--- src/rtl/net_pkg.sv ---
// -----------------------------------------------------------------------------
// net_pkg
// Shared constants and types for the network transmit framer.
//   DATA_SIZE_DEF / TAG_SIZE_DEF : default host data and tag widths
//   DROP_CNT_W                   : width of the saturating drop counter
//   ndt_word_t                   : network word {data, tag} at default widths
//   ndt_word_parity()            : even parity (XOR) of a default-width word
// -----------------------------------------------------------------------------
package net_pkg;

  localparam int DATA_SIZE_DEF = 32;
  localparam int TAG_SIZE_DEF  = 8;
  localparam int DROP_CNT_W    = 8;
  localparam int NDT_W_DEF     = DATA_SIZE_DEF + TAG_SIZE_DEF;

  typedef logic [NDT_W_DEF-1:0] ndt_word_t;

  function automatic logic ndt_word_parity(input ndt_word_t w);
    return ^w;
  endfunction

endpackage

--- src/rtl/ndt_fifo.sv ---
// -----------------------------------------------------------------------------
// ndt_fifo
// Synchronous FIFO holding framed network words for net_tx_framer.
//   clk, reset (async, active-low)
//   push / din   : write request and data (ignored when full)
//   pop          : read request (ignored when empty)
//   dout         : head entry, forced to 0 while empty
//   count        : occupancy, 0..DEPTH
//   empty / full : occupancy flags, derived from registered count only
// DEPTH must be a power of two (>= 2) so the pointers wrap naturally.
// -----------------------------------------------------------------------------
module ndt_fifo #(
  parameter int WIDTH = 40,
  parameter int DEPTH = 4
) (
  input  logic                       clk,
  input  logic                       reset,
  input  logic                       push,
  input  logic                       pop,
  input  logic [WIDTH-1:0]           din,
  output logic [WIDTH-1:0]           dout,
  output logic [$clog2(DEPTH):0]     count,
  output logic                       empty,
  output logic                       full
);
  import net_pkg::*;

  localparam int PTR_W = $clog2(DEPTH);
  localparam int CNT_W = PTR_W + 1;

  logic [WIDTH-1:0] mem_q [DEPTH];
  logic [WIDTH-1:0] mem_d [DEPTH];
  logic [PTR_W-1:0] wr_ptr_q, wr_ptr_d;
  logic [PTR_W-1:0] rd_ptr_q, rd_ptr_d;
  logic [CNT_W-1:0] count_q, count_d;
  logic             push_ok;
  logic             pop_ok;

  assign empty   = (count_q == '0);
  assign full    = (count_q == CNT_W'(DEPTH));
  assign push_ok = push && !full;
  assign pop_ok  = pop && !empty;

  always_comb begin
    mem_d    = mem_q;
    wr_ptr_d = wr_ptr_q;
    rd_ptr_d = rd_ptr_q;
    count_d  = count_q;
    if (push_ok) begin
      mem_d[wr_ptr_q] = din;
      wr_ptr_d        = wr_ptr_q + PTR_W'(1);
    end
    if (pop_ok) begin
      rd_ptr_d = rd_ptr_q + PTR_W'(1);
    end
    // Push and pop together leave occupancy unchanged.
    case ({push_ok, pop_ok})
      2'b10:   count_d = count_q + CNT_W'(1);
      2'b01:   count_d = count_q - CNT_W'(1);
      default: count_d = count_q;
    endcase
  end

  always_ff @(posedge clk or negedge reset) begin
    if (!reset) begin
      for (int i = 0; i < DEPTH; i++) mem_q[i] <= '0;
      wr_ptr_q <= '0;
      rd_ptr_q <= '0;
      count_q  <= '0;
    end else begin
      mem_q    <= mem_d;
      wr_ptr_q <= wr_ptr_d;
      rd_ptr_q <= rd_ptr_d;
      count_q  <= count_d;
    end
  end

  assign dout  = empty ? '0 : mem_q[rd_ptr_q];
  assign count = count_q;

endmodule

--- src/rtl/net_tx_framer.sv ---
// -----------------------------------------------------------------------------
// net_tx_framer
// Frames host data words into network (NDT) words {data, tag} and buffers them.
//   clk, reset (async, active-low)
//   tx_valid / tx_ready / tx_data / soft_error_in : host side
//   ndt_valid / ndt_ready / ndt_out               : network side
//   fifo_count : buffer occupancy
//   drop_count : saturating count of words dropped for soft error
// Optional build macro NET_TX_PARITY_EN adds ndt_parity, the even parity of the
// head word, computed once at push time and stored alongside the entry.
// -----------------------------------------------------------------------------
module net_tx_framer
  import net_pkg::*;
#(
  parameter int DATA_SIZE = DATA_SIZE_DEF,
  parameter int TAG_SIZE  = TAG_SIZE_DEF,
  parameter int DEPTH     = 4
) (
  input  logic                          clk,
  input  logic                          reset,
  input  logic                          tx_valid,
  output logic                          tx_ready,
  input  logic [DATA_SIZE-1:0]          tx_data,
  input  logic                          soft_error_in,
  output logic                          ndt_valid,
  input  logic                          ndt_ready,
  output logic [DATA_SIZE+TAG_SIZE-1:0] ndt_out,
  output logic [$clog2(DEPTH):0]        fifo_count,
  output logic [DROP_CNT_W-1:0]         drop_count
`ifdef NET_TX_PARITY_EN
  ,
  output logic                          ndt_parity
`endif
);

  localparam int NDT_W = DATA_SIZE + TAG_SIZE;
`ifdef NET_TX_PARITY_EN
  localparam int FIFO_W = NDT_W + 1;
`else
  localparam int FIFO_W = NDT_W;
`endif

  logic [TAG_SIZE-1:0]   tag_q, tag_d;
  logic [DROP_CNT_W-1:0] drop_q, drop_d;
  // Holds tx_ready low through reset and until the first edge after release.
  logic                  run_q, run_d;

  logic                  accept;
  logic                  push;
  logic                  pop;
  logic [NDT_W-1:0]      word;
  logic [FIFO_W-1:0]     fifo_din;
  logic [FIFO_W-1:0]     fifo_dout;
  logic                  fifo_empty;
  logic                  fifo_full;

  // tx_ready depends only on registered state, never on ndt_ready.
  assign tx_ready  = run_q && !fifo_full;
  assign ndt_valid = !fifo_empty;

  assign accept = tx_valid && tx_ready;
  assign push   = accept && !soft_error_in;
  assign pop    = ndt_valid && ndt_ready;
  assign word   = {tx_data, tag_q};

`ifdef NET_TX_PARITY_EN
  assign fifo_din   = {^word, word};
  assign ndt_out    = fifo_dout[NDT_W-1:0];
  assign ndt_parity = fifo_dout[NDT_W];
`else
  assign fifo_din   = word;
  assign ndt_out    = fifo_dout;
`endif

  always_comb begin
    tag_d  = tag_q;
    drop_d = drop_q;
    run_d  = 1'b1;
    if (push) begin
      tag_d = tag_q + TAG_SIZE'(1);
    end
    if (accept && soft_error_in && (drop_q != '1)) begin
      drop_d = drop_q + DROP_CNT_W'(1);
    end
  end

  always_ff @(posedge clk or negedge reset) begin
    if (!reset) begin
      tag_q  <= '0;
      drop_q <= '0;
      run_q  <= 1'b0;
    end else begin
      tag_q  <= tag_d;
      drop_q <= drop_d;
      run_q  <= run_d;
    end
  end

  assign drop_count = drop_q;

  ndt_fifo #(
    .WIDTH (FIFO_W),
    .DEPTH (DEPTH)
  ) u_fifo (
    .clk   (clk),
    .reset (reset),
    .push  (push),
    .pop   (pop),
    .din   (fifo_din),
    .dout  (fifo_dout),
    .count (fifo_count),
    .empty (fifo_empty),
    .full  (fifo_full)
  );

endmodule

--- config.mk ---
export PLATFORM = sky130hd
export DESIGN_NAME = net_tx_framer
export DESIGN_NICKNAME = d
export VERILOG_FILES = /design/src/rtl/net_pkg.sv /design/src/rtl/ndt_fifo.sv /design/src/rtl/net_tx_framer.sv
export SDC_FILE = /design/constraint.sdc
export NUM_CORES = 1
export LEC_CHECK = 0
export ABC_AREA = 1
export CAP_MARGIN = 20
export CORE_MARGIN = 8
export CORE_UTILIZATION = 45
export CTS_BUF_LIST = sky130_fd_sc_hd__clkbuf_4
export DETAILED_ROUTE_END_ITERATION = 10
export DONT_BUFFER_PORTS = 1
export PLACE_DENSITY = 0.61
export SYNTH_ARGS = -nofsm -noshare
export SYNTH_HDL_FRONTEND = slang
export SYNTH_HIERARCHICAL = 1
export SYNTH_SLANG_ARGS = --single-unit
--- constraint.sdc ---
create_clock -name clk -period 2.3 [get_ports clk]
set_clock_uncertainty 0.05 [all_clocks]
set_input_delay 0.575 -clock clk [delete_from_list [all_inputs] [get_ports clk]]
set_output_delay 0.575 -clock clk [all_outputs]
set_load 0.01 [all_outputs]
**Yosys cells after proc, flatten, opt, wreduce, memory -nomap -nowiden**

Cells that the tools add are included.

- Bits of input ports: 37
- Word-level logic and storage cells: 47
- Output and inout port bits: 53
- Flip-flop bits (word level): 184

- Reduce and logical (&&, ||, !) cells: 14
- Muxes and demuxes: 8
- Magnitude comparators: 3
- Equality and inequality tests: 4
- Bitwise logic cells: 2
- $add $sub $neg: 6

Operators with widths:

| cell | number |
|---|---|
| 160-bit bitwise mux | 1 |
| 40-bit two-way mux | 4 |
| 40-bit binary-select mux with 2-bit select | 1 |
| 40-bit demux with 2-bit select | 1 |
| 8-bit by 1-bit adder with 8-bit output, second input constant | 2 |
| 1-bit logical AND | 9 |
| 8-bit != test, second input constant | 1 |
| 3-bit >= comparator, second input constant | 2 |
| 2-bit NOT with 3-bit output | 2 |
| 3-bit case mux with 2 select lines | 1 |
| 2-bit by 1-bit adder with 2-bit output, second input constant | 2 |
| 3-bit by 1-bit adder with 3-bit output, second input constant | 1 |
| 3-bit equality test, second input constant | 1 |
| 1-bit logical NOT | 3 |
| 3-bit logical NOT | 1 |
| 3-bit by 1-bit < comparator with 1-bit output, second input constant | 1 |
| 3-bit by 1-bit subtractor with 3-bit output, second input constant | 1 |
| 2-bit by 1-bit equality test with 1-bit output, second input constant | 1 |
| 2-bit equality test, second input constant | 1 |
| 2-bit nonzero test | 1 |

**Logic depth before layout (Yosys ltp)**

- Depth in word-level cells: 8
- Gate-level depth with buffers: 18
- Gate-level depth less buffers: 15

**Hierarchy**

Netlist, hierarchy kept.

Modules (own cells, without submodules):

| module | cells each | area an instance (um^2) | instances | seq. area each (um^2) |
|---|---|---|---|---|
| ndt_fifo | 1237 | 8963.6 | 1 | 4179.0 |
| net_tx_framer | 134 | 1003.5 | 1 | 425.4 |

**Worst setup path after synthesis**

Ideal clock, no wire load.

- Kind: register -> register
- Start point: reg u_fifo.count_q[0] (netlist: u_fifo/count[0])
- End point: reg u_fifo.count_q[1] (netlist: u_fifo/count[1])
- Library setup time: 0.083 ns
- Arrival: 2.433 ns
- Required time: 2.167 ns
- Period minus slack after synthesis: 2.565 ns
- Path slack: -0.265 ns
- Cell stages (with the launch flop): 15
- Path buffers: 3
- Cell sequence: dfrtp_1 inv_2 nand3_4 buf_4 buf_4 inv_1 inv_1 nand3_1 nor2_4 buf_2 nand2_1 ha_1 inv_1 fa_1 o21ai_0

- Word-level cells in the longest chain between the ends: 8
- Elaborated cells on any way between the ends: 16
- Those cells by class: 2 x add/sub; 3 x eq/ne; 1 x mux; 10 x reduce/logical

RTL lines:

| what | RTL line | RTL |
|---|---|---|
| start: declaration | ndt_fifo.sv:35 | `logic [CNT_W-1:0] count_q, count_d;` |
| start signal: assignment | ndt_fifo.sv:74 | `count_q <= count_d;` |
| 3-bit equality test * | ndt_fifo.sv:40 | `assign full = (count_q == CNT_W'(DEPTH));` |
| via fifo_full | net_tx_framer.sv:55 | `logic fifo_full;` |
| 1-bit logical NOT * | net_tx_framer.sv:58 | `assign tx_ready = run_q && !fifo_full;` |
| 1-bit logical AND * | net_tx_framer.sv:58 |  |
| 1-bit logical AND * | net_tx_framer.sv:61 | `assign accept = tx_valid && tx_ready;` |
| 1-bit logical AND * | net_tx_framer.sv:62 | `assign push = accept && !soft_error_in;` |
| via push | net_tx_framer.sv:49 | `logic push;` |
| 1-bit logical AND * | ndt_fifo.sv:41 | `assign push_ok = push && !full;` |
| 2-bit by 1-bit equality test with 1-bit output / 2-bit equality test (equally long branches) | ndt_fifo.sv:57 | `case ({push_ok, pop_ok})` |
| 3-bit case mux with 2 select lines / 2-bit nonzero test (equally long branches) | n/a |  |

The timed path passes the listed nets; every way through them passes the cells marked *.
A chain may end at the register's enable or synchronous reset.

**Worst setup path in the final report**

- Start point: reg u_fifo.rd_ptr_q[0]
- End point: out ndt_out[0]

- Word-level cells in the longest chain between the ends: 5

RTL lines:

| what | RTL line | RTL |
|---|---|---|
| start: declaration | ndt_fifo.sv:34 | `logic [PTR_W-1:0] rd_ptr_q, rd_ptr_d;` |
| start signal: assignment | ndt_fifo.sv:73 | `rd_ptr_q <= rd_ptr_d;` |
| 2-bit NOT with 3-bit output (not written as such) | ndt_fifo.sv:78 | `assign dout = empty ? '0 : mem_q[rd_ptr_q];` |
| 40-bit binary-select mux with 2-bit select | ndt_fifo.sv:78 |  |
| 40-bit two-way mux (not written as such) (2 in a row) | ndt_fifo.sv:78 |  |
| 40-bit two-way mux | ndt_fifo.sv:78 |  |
| end: declaration | net_tx_framer.sv:27 | `output logic [DATA_SIZE+TAG_SIZE-1:0] ndt_out,` |

Every way passes these cells. The select of a mux whose other input is x is not followed.

==> metrics.md <==
| Metric | Value |
|---|---|
| Top cell type's share of synthesized area | `0.462` |
| Post-Synth Adder-Cell Area | `0.0108` |
| Cell area after layout | `0.0114 mm2` |
| Gr usage total | `0.219` |
| Clock-pin slew on the worst setup and hold paths | `150 ps` |
| CTS buffer count | `17` |
| CP Class | `flop to output port` |
| Largest fanout on the critical path | `33` |
| Mapped Cells | `1371` |
| Synth warn | `6` |
| Clk network pwr share | `0.118` |
| Total gr overflow | `0` |
| Initial Util | `0.458` |
| Post-Syn Area | `0.00997 mm2` |
| Buffers on Ports | `0` |
| Clock sink count | `184` |
| DR iter-0 viols | `815` |
| Fin. Hold Viols | `184` |
| Antenna-violating nets left | `0` |
| Most common cell in the netlist | `nand2_1` |
| Vias in the first global route | `8509` |
| H-Tree Depth | `4` |
| Yosys reg bits | `184` |
| Nets | `1422` |
| Max Clk Rate | `0.406 GHz` |
| Count of cell types in the netlist | `30` |
| Die W | `165 um` |
| Largest area contributor in the netlist | `dfrtp_1` |
| Max-slew violations | `0` |
| Worst-Skew Late Latency | `590 ps` |
| Via-to-Cell Ratio | `5.40` |
| P_leak | `6.01 nW` |
| Top post-synthesis cells by area | `dfrtp_1 46%, nand2_1 21%, nand4_1 10%` |
| Asr flop ratio synth | `1.00` |
| Main combinational cell family by area after synthesis | `simple AND/OR/NAND/NOR gates` |
| P_sw | `7.22 mW` |
| Worst Setup SP | `u_fifo/rd_ptr_q[0]$_DFFE_PN0P_` |
| Routed vias | `9028` |
| Sequential power share | `0.335` |
| Post-Synth Simple-Gate Area | `0.374` |
| Wire length of the first global-routing pass | `47000 um` |
| PD cells | `1400 mW/mm2` |
| Crit start category | `flop` |
| RR Endpoint | `u_fifo/count[2]$_DFFE_PN0P_` |
| R2r setup slk | `150 ps` |
| Gate power share | `0.546` |
| Max rail drop VDD | `0.000623 V` |
| Failing checks | `hold timing, setup timing` |
| Most instantiated cells after synthesis | `546 x nand2_1, 188 x inv_1, 184 x dfrtp_1` |
| WL per Instance | `18.0 um` |
| CP endpoint kind | `output port` |
| DR pass1 iterations | `5` |
| Crit path capture | `ndt_out[0]` |
| Synth Area in XOR/XNOR | `0.00527` |
| Worst r2r path cells | `13` |
| Crit path time final | `2460 ps` |
| # DRC | `0` |
| Worst EP required | `1670 ps` |
| Deepest clock path buffer count | `2` |
| Worst Slack Setup Final | `-161 ps` |
| Core Rows | `54` |
| Root Buffer | `clkbuf_4` |
| Die Y | `165 um` |
| Main synth FF type | `dfrtp_1` |
| Layout area overhead | `14.3%` |
| Hpwl dp | `16000 um` |
| Final Cycle Share | `1.07` |
| Mux cell area share after synthesis | `0` |
| Sequential share of the synthesized area | `0.462` |
| CTS tree | `built` |
| Sw frac | `0.452` |
| Largest net degree at the start of global routing | `185` |
| Post-synthesis compound-gate area fraction | `0.0240` |
| Setup violations, final | `40` |
| Antenna violations before repair | `1` |
| Pint | `8.77 mW` |
| Global placement routability congestion | `0.748` |
| Die Footprint | `0.0272 mm2` |
| Reg2reg start | `u_fifo/count[1]$_DFFE_PN0P_` |
| Final WL | `30000 um` |
| Fin Hold WS | `-393 ps` |
| Core area | `0.0218 mm2` |
| DP Area | `0.0105 mm2` |
| RSZ-0062 raised after global routing | `yes` |
| Worst EP arrival | `1840 ps` |
| Post-synth EDFFs | `0` |
| I/O pins | `90` |
| Max cap viols | `0` |
| Syn_nets | `1416` |
| Share of layout cells above drive strength 1 | `0.139` |
| Run status | `finished with violations` |
| Mean Syn Cell Area | `7.27 um2` |
| Hold Path Class | `input pin to asynchronous set/reset pin` |
## cell families after synthesis
kind of cell | Yosys count
other cells | 1
fa+ha+maj | 8
compound gates | 47
xor+xnor | 6
buf+inv | 295
flops | 184
simple gates | 830
## per-stage QoR
stage	setup WS, ps	power [mW]	cells	setup TNS [ps]	util
floorplan	4.97	10.2	1371	0	-
global placement	209	12.9	1622	0	0.485
detailed placement	134	13.1	1622	0	0.485
CTS	-197	15.9	1663	-6560	0.515
global route	-280	17.3	1671	-8530	0.524
finish	-161	16.0	1671	-4160	0.524
## repair_timing
| item | CTS | global route |
|---|---|---|
| setup endpoints to repair | 41 | 168 |
| buffers inserted | 5 | 5 |
| pin swaps | 10 | 4 |
| gates resized for setup | 62 | 18 |
| endpoints found under the hold margin | 184 | 184 |
| cloned | 5 | 4 |
## worst min path at each step
stage / startpoint / to / slack, ps / depth (start not counted)
floorplan: reset / drop_count[0]$_DFFE_PN0P_ / 230 / 0
global placement: reset / u_fifo/mem_q[8]$_DFFE_PN0P_ / 240 / 0
detailed placement: reset / u_fifo/mem_q[8]$_DFFE_PN0P_ / 240 / 0
CTS: reset / u_fifo/mem_q[8]$_DFFE_PN0P_ / -430 / 0
global route: reset / u_fifo/mem_q[114]$_DFFE_PN0P_ / -440 / 0
finish: reset / u_fifo/mem_q[8]$_DFFE_PN0P_ / -390 / 0
## power by group through the flow
stage | clock [mW] | sequential (mW) | combinational [mW]
3_5_place_dp | 0 | 5.41 | 7.66
4_1_cts | 1.96 | 5.35 | 8.55
6_report | 1.90 | 5.36 | 8.74
5_1_grt | 2.07 | 5.53 | 9.66
3_3_place_gp | 0 | 5.38 | 7.56
2_1_floorplan | 0 | 5.23 | 5.00
## cell type report
class / count / area, um2
fill: 2171 / 10400
timing repair buffer: 89 / 1040
antenna: 1 / 2.50
tap: 280 / 350
inverter: 193 / 759
clock buffer: 18 / 135
multi-input combinational: 892 / 4340
sequential: 184 / 4610
clock inverter: 14 / 156
## per-layer routing
layer	GRT usage	up-vias	share of wire
li1	-	4357	-
met1	0.294	4341	0.42
met2	0.357	302	0.48
met3	0.0434	28	0.082
met4	0.0586	0	0.015
met5	0	-	0
## cell usage in the layout, fill, tap and decap left out, drive strengths merged
cell / count
o21ai: 6
xnor2: 5
conb: 1
diode: 1
xor2: 1
dfrtp: 184
nand3b: 2
fa: 1
nand3: 99
a21oi: 41
nand2: 551
clkinvlp: 2
clkbuf: 22
ha: 7
nor2: 15
inv: 191
nand4: 163
clkinv: 11
buf: 85
bufinv: 3
## sequential cells by signal, summed over array words and instances, names as in the netlist
name / cells
drop_count: 8
run_q: 1
tag_q: 8
u_fifo/count: 3
u_fifo/mem_q: 160
u_fifo/rd_ptr_q: 2
u_fifo/wr_ptr_q: 2
## worst max-delay path, cell delays in order, from the launching register on
cell and delay (ps):
dfrtp_2 480, buf_6 220, nand2_1 100, nand3_1 80, a21oi_2 210, buf_4 150
(Power assumes the default switching activity.)
